$ cat src/rtl/vga_timing_gen.sv
// Free-running VGA raster timing generator: pixel clock-enable divider,
// horizontal/vertical counters and registered, mutually aligned sync/position outputs.
module vga_timing_gen #(
    parameter int clkdiv      = 4,
    parameter int hvisible    = 640,
    parameter int hfrontporch = 16,
    parameter int hsyncwidth  = 96,
    parameter int hbackporch  = 48,
    parameter int vvisible    = 480,
    parameter int vfrontporch = 10,
    parameter int vsyncwidth  = 2,
    parameter int vbackporch  = 33,
    parameter bit hsync_pol   = 1'b0,
    parameter bit vsync_pol   = 1'b0
) (
    input  logic        clk,
    input  logic        reset,
    output logic        pix_ce,
    output logic        hsync,
    output logic        vsync,
    output logic        vid_ena,
    output logic [10:0] xpos,
    output logic [10:0] ypos,
    output logic        new_line,
    output logic        new_frame
);

    localparam int HTOTAL = hvisible + hfrontporch + hsyncwidth + hbackporch;
    localparam int VTOTAL = vvisible + vfrontporch + vsyncwidth + vbackporch;

    localparam logic [10:0] H_LAST   = 11'(HTOTAL - 1);
    localparam logic [10:0] H_VIS    = 11'(hvisible);
    localparam logic [10:0] HS_BEGIN = 11'(hvisible + hfrontporch);
    localparam logic [10:0] HS_END   = 11'(hvisible + hfrontporch + hsyncwidth);
    localparam logic [10:0] V_LAST   = 11'(VTOTAL - 1);
    localparam logic [10:0] V_VIS    = 11'(vvisible);
    localparam logic [10:0] VS_BEGIN = 11'(vvisible + vfrontporch);
    localparam logic [10:0] VS_END   = 11'(vvisible + vfrontporch + vsyncwidth);
    localparam logic [3:0]  DIV_LAST = 4'(clkdiv - 1);

    logic [3:0]  div_q, div_d;
    logic        tick;
    logic [10:0] hcount_q, hcount_d;
    logic [10:0] vcount_q, vcount_d;
    logic        hsync_d, vsync_d, vid_ena_d;
    logic        line_start, frame_start;

    logic        pix_ce_q, hsync_q, vsync_q, vid_ena_q;
    logic        new_line_q, new_frame_q;
    logic [10:0] xpos_q, ypos_q;

    // Every output is computed from the post-advance counters so that the
    // registered values line up with the pix_ce pulse issued on the same edge.
    always_comb begin
        tick     = (div_q == DIV_LAST);
        div_d    = tick ? 4'd0 : div_q + 4'd1;
        hcount_d = hcount_q;
        vcount_d = vcount_q;
        if (tick) begin
            if (hcount_q == H_LAST) begin
                hcount_d = 11'd0;
                vcount_d = (vcount_q == V_LAST) ? 11'd0 : vcount_q + 11'd1;
            end else begin
                hcount_d = hcount_q + 11'd1;
            end
        end
        vid_ena_d   = (hcount_d < H_VIS) && (vcount_d < V_VIS);
        hsync_d     = (hcount_d >= HS_BEGIN && hcount_d < HS_END) ? hsync_pol : ~hsync_pol;
        vsync_d     = (vcount_d >= VS_BEGIN && vcount_d < VS_END) ? vsync_pol : ~vsync_pol;
        line_start  = tick && (hcount_d == 11'd0);
        frame_start = line_start && (vcount_d == 11'd0);
    end

    // Counters reset to the last position so the first advance lands on (0,0).
    always_ff @(posedge clk) begin
        if (reset) begin
            div_q       <= 4'd0;
            hcount_q    <= H_LAST;
            vcount_q    <= V_LAST;
            pix_ce_q    <= 1'b0;
            vid_ena_q   <= 1'b0;
            new_line_q  <= 1'b0;
            new_frame_q <= 1'b0;
            hsync_q     <= ~hsync_pol;
            vsync_q     <= ~vsync_pol;
            xpos_q      <= 11'd0;
            ypos_q      <= 11'd0;
        end else begin
            div_q       <= div_d;
            pix_ce_q    <= tick;
            new_line_q  <= line_start;
            new_frame_q <= frame_start;
            if (tick) begin
                hcount_q  <= hcount_d;
                vcount_q  <= vcount_d;
                xpos_q    <= hcount_d;
                ypos_q    <= vcount_d;
                vid_ena_q <= vid_ena_d;
                hsync_q   <= hsync_d;
                vsync_q   <= vsync_d;
            end
        end
    end

    assign pix_ce    = pix_ce_q;
    assign hsync     = hsync_q;
    assign vsync     = vsync_q;
    assign vid_ena   = vid_ena_q;
    assign xpos      = xpos_q;
    assign ypos      = ypos_q;
    assign new_line  = new_line_q;
    assign new_frame = new_frame_q;

endmodule

$ cat config.mk
export PLATFORM = sky130hd
export DESIGN_NAME = vga_timing_gen
export DESIGN_NICKNAME = d
export VERILOG_FILES = /design/src/rtl/vga_timing_gen.sv
export SDC_FILE = /design/constraint.sdc
export NUM_CORES = 1
export LEC_CHECK = 0
export BUFFER_PORTS_ARGS = -buffer_cell sky130_fd_sc_hd__buf_2
export CAP_MARGIN = 20
export CORE_ASPECT_RATIO = 0.8
export CORE_UTILIZATION = 52
export DETAILED_ROUTE_END_ITERATION = 7
export PLACE_DENSITY = 0.76
export REMOVE_ABC_BUFFERS = 1
export SYNTH_ARGS = -nofsm -noshare
export SYNTH_HDL_FRONTEND = slang
export SYNTH_SLANG_ARGS = --single-unit
$ cat constraint.sdc
create_clock -name clk -period 2.44 [get_ports clk]
set_input_delay 0.366 -clock clk [delete_from_list [all_inputs] [get_ports clk]]
set_output_delay 0.366 -clock clk [all_outputs]
set_load 0.005 [all_outputs]
==> impl_metrics.env <==
export IMPL_synth_distinct_cells=51
export IMPL_fmax_mhz=388
export IMPL_max_cap_violations=0
export IMPL_end_kind="flop"
export IMPL_pre_cts_ws_ns=-0.200
export IMPL_synth_avg_cell_area_um2=8.18
export IMPL_tns_ns=-0.396
export IMPL_cts_max_path_buffers=2
export IMPL_fin_area_um2=2930
export IMPL_placed_area_um2=2740
export IMPL_async_flop_share=0
export IMPL_vias_per_cell=5.85
export IMPL_hold_start="reset"
export IMPL_fillers=340
export IMPL_max_slew_worst_pin_slew_ns=0.531
export IMPL_grt_max_degree=23
export IMPL_clkTransAtPathRegs_ns=0.09
export IMPL_setup_slack_ns=-0.139
export IMPL_holdPathEnd="hcount_q[5]$_SDFFE_PP0P_"
export IMPL_grt_remaining_overflow=0
export IMPL_power_density_nw_per_um2=550
export IMPL_finalHoldViolCount=0
export IMPL_cts_buffers=5
export IMPL_start_kind="flop"
export IMPL_crit_fanout=3
export IMPL_cts_tree="built"
export IMPL_antenna_found_initial=0
export IMPL_avgRoutedWirePerCell_um=15.6
export IMPL_die_area_um2=4730
export IMPL_required_ns=2.64
export IMPL_area_growth_pct=26.5
export IMPL_crit_family="simple AND/OR/NAND/NOR gates"
export IMPL_die_h_um=61.7
export IMPL_synth_edf_count=0
export IMPL_insertion_delay_ns=0.31
export IMPL_worstSetupPathType="reg2reg"
export IMPL_place_hpwl_um=4270
export IMPL_final_cells=399
export IMPL_worstPathArrival_ns=2.78
export IMPL_yosysWarnings=0
export IMPL_cts_sinks=42
export IMPL_reg2reg_from="div_q[0]$_SDFF_PP0_"
export IMPL_place_congestion=0.986
export IMPL_cp_cell_sequence="ha_1, or3b_4, or4_4, buf_6, nor2_4, xnor2_2, or4_1, a41o_1"
export IMPL_finalClockSkew_ns=0.00924
export IMPL_fin_crit_ns=2.58
export IMPL_core_area_um2=4230
export IMPL_violations="setup timing"
export IMPL_drive_above_1_share=0.322
export IMPL_drt_iter0_drc=168
export IMPL_initial_core_util=0.547
export IMPL_multi_input_area_um2=1350
export IMPL_antenna_cells=0
export IMPL_placementRows=21
export IMPL_synthFlopType="dfxtp_1"
export IMPL_slowest_delay_ns=0.57
export IMPL_netlist_area_um2=2320
export IMPL_regArea_um2=846
export IMPL_relSlewSlack=0.641
export IMPL_syn_inst=283
export IMPL_dp_cells=388
export IMPL_port_buffers=29
export IMPL_routed_wirelength_um=6230
export IMPL_dieWidth_um=76.6
export IMPL_min_path_cells=2
export IMPL_min_period_over_period=1.06
export IMPL_setup_viol=3
export IMPL_hold_path_class="in2reg"
export IMPL_path_buf_inv=1
export IMPL_slew_viol_final=0
export IMPL_drt_pass1_iter_count=4
export IMPL_ys_ff_latch=42
export IMPL_cp_slowest_cell="or4_4"
export IMPL_reg2reg_depth=8
export IMPL_grt_pass1_wl_um=9940
export IMPL_drc_errors=0
export IMPL_leakage_nw=1.29
export IMPL_reg2reg_slack_ns=-0.14
export IMPL_outcome="finished, violations left"
export IMPL_cts_root_buf="clkbuf_8"
export IMPL_nNetsFinal=347
export IMPL_ir_worst_vdd_uv=512
export IMPL_vias=2333
export IMPL_grt_pass1_vias=2074
export IMPL_htree_levels=2
export IMPL_whs_ns=0.471
export IMPL_ys_seq_area_frac=0.363
export IMPL_rsz0062_at_grt="true"
export IMPL_grtUsageTotal=0.274
export IMPL_drtAntennaViolNets=0
export IMPL_rr_endpoint="vid_ena$_SDFFE_PP0P_"
export IMPL_num_io_pins=30
## metrics by stage
step	util	power (W)
after floorplan	-	0.000959
after global placement	0.648	0.00110
after detailed placement	0.648	0.00111
after CTS	0.681	0.00160
after global routing	0.692	0.00168
final	0.692	0.00161
## worst max path at each step
stage	start	cells past startpoint	to	slack (ns)
2_1_floorplan	div_q[0]$_SDFF_PP0_	7	vid_ena$_SDFFE_PP0P_	-0.62
3_3_place_gp	div_q[0]$_SDFF_PP0_	8	vid_ena$_SDFFE_PP0P_	-0.13
3_5_place_dp	div_q[0]$_SDFF_PP0_	8	vid_ena$_SDFFE_PP0P_	-0.20
4_1_cts	hcount_q[7]$_SDFFE_PP0P_	7	vid_ena$_SDFFE_PP0P_	-0.14
5_1_grt	div_q[0]$_SDFF_PP0_	8	vsync$_SDFFE_PP1P_	-0.20
6_report	div_q[0]$_SDFF_PP0_	8	vid_ena$_SDFFE_PP0P_	-0.14
## cells in the mapped netlist (3+ instances only)
master | count | area, µm²
dfxtp_1 | 42 | 841
nor2_1 | 35 | 131
a21oi_1 | 17 | 85.1
nand2_1 | 15 | 56.3
clkbuf_1 | 14 | 52.6
nand3_1 | 13 | 65.1
buf_4 | 12 | 90.1
o21ai_0 | 11 | 55.1
xnor2_1 | 11 | 96.3
and3_1 | 10 | 62.6
nor3_1 | 9 | 45.0
a31oi_1 | 6 | 37.5
xor2_1 | 6 | 52.6
a211oi_1 | 5 | 37.5
and4_1 | 5 | 43.8
nand4_1 | 5 | 31.3
and2_1 | 4 | 25.0
buf_2 | 4 | 20.0
ha_1 | 4 | 50.1
inv_1 | 4 | 15.0
or4_1 | 4 | 30.0
nand2b_1 | 3 | 18.8
nor4_1 | 3 | 18.8
o31ai_1 | 3 | 22.5
or3_1 | 3 | 18.8
## cell type report
| type | count | area share |
|---|---|---|
| multi-input cells | 205 | 0.460 |
| flip-flops and latches | 42 | 0.289 |
| repair buffers | 83 | 0.189 |
| clock buffers | 6 | 0.0282 |
| well taps | 57 | 0.0243 |
| inverters | 4 | 0.00513 |
| clock inverters | 2 | 0.00427 |
## cells in the final DEF, fill, tap and decap left out, types with 6 or more instances in the layout
| master | netlist | final |
|---|---|---|
| a21oi_1 | 17 | 17 |
| a31oi_1 | 6 | 6 |
| and3_1 | 10 | 10 |
| buf_2 | 4 | 29 |
| buf_4 | 12 | 53 |
| clkbuf_8 | 0 | 6 |
| dfxtp_1 | 42 | 38 |
| nand2_1 | 15 | 15 |
| nand3_1 | 13 | 13 |
| nor2_1 | 35 | 33 |
| nor3_1 | 9 | 9 |
| o21ai_0 | 11 | 11 |
| xnor2_1 | 11 | 9 |
## sequential cells by signal, summed over array words and instances (netlist names), 3 cells and up
register and cells:
xpos 7, ypos 3, vcount_q 11, hcount_q 11, div_q 4
## report_power, final
| part | switching (W) | total (W) | internal [W] |
|---|---|---|---|
| Clock | 0.000267 | 0.000495 | 0.000228 |
| Sequential | 0.0000203 | 0.000732 | 0.000712 |
| Combinational | 0.000212 | 0.000383 | 0.000171 |
## timing repair
action | CTS | global route
setup endpoints to repair | 3 | 3
resized for setup | 10 | 7
hold buffers | 0 | 0
setup buffers | 2 | 1
pin swaps | 6 | 4
## layer usage
layer / global-route usage / vias to the layer above / routed length [µm]
met5: 0 / - / 0
met4: 0.102 / 0 / 127
met3: 0.0730 / 13 / 498
met2: 0.445 / 100 / 2750
met1: 0.358 / 1091 / 2860
li1: - / 1129 / -
## logic make-up after synthesis
kind of cell               count (synthesis)  share of synthesized area
and+or+nand+nor                          123                      0.294
AOI/OAI and AO/OA                         59                      0.165
DFF                                       42                      0.363
buffers and inverters                     36                     0.0832
xor gates and xnor gates                  17                     0.0643
adders and majority gates                  4                     0.0216
muxes                                      2                    0.00864
(Power assumes the default switching activity.)
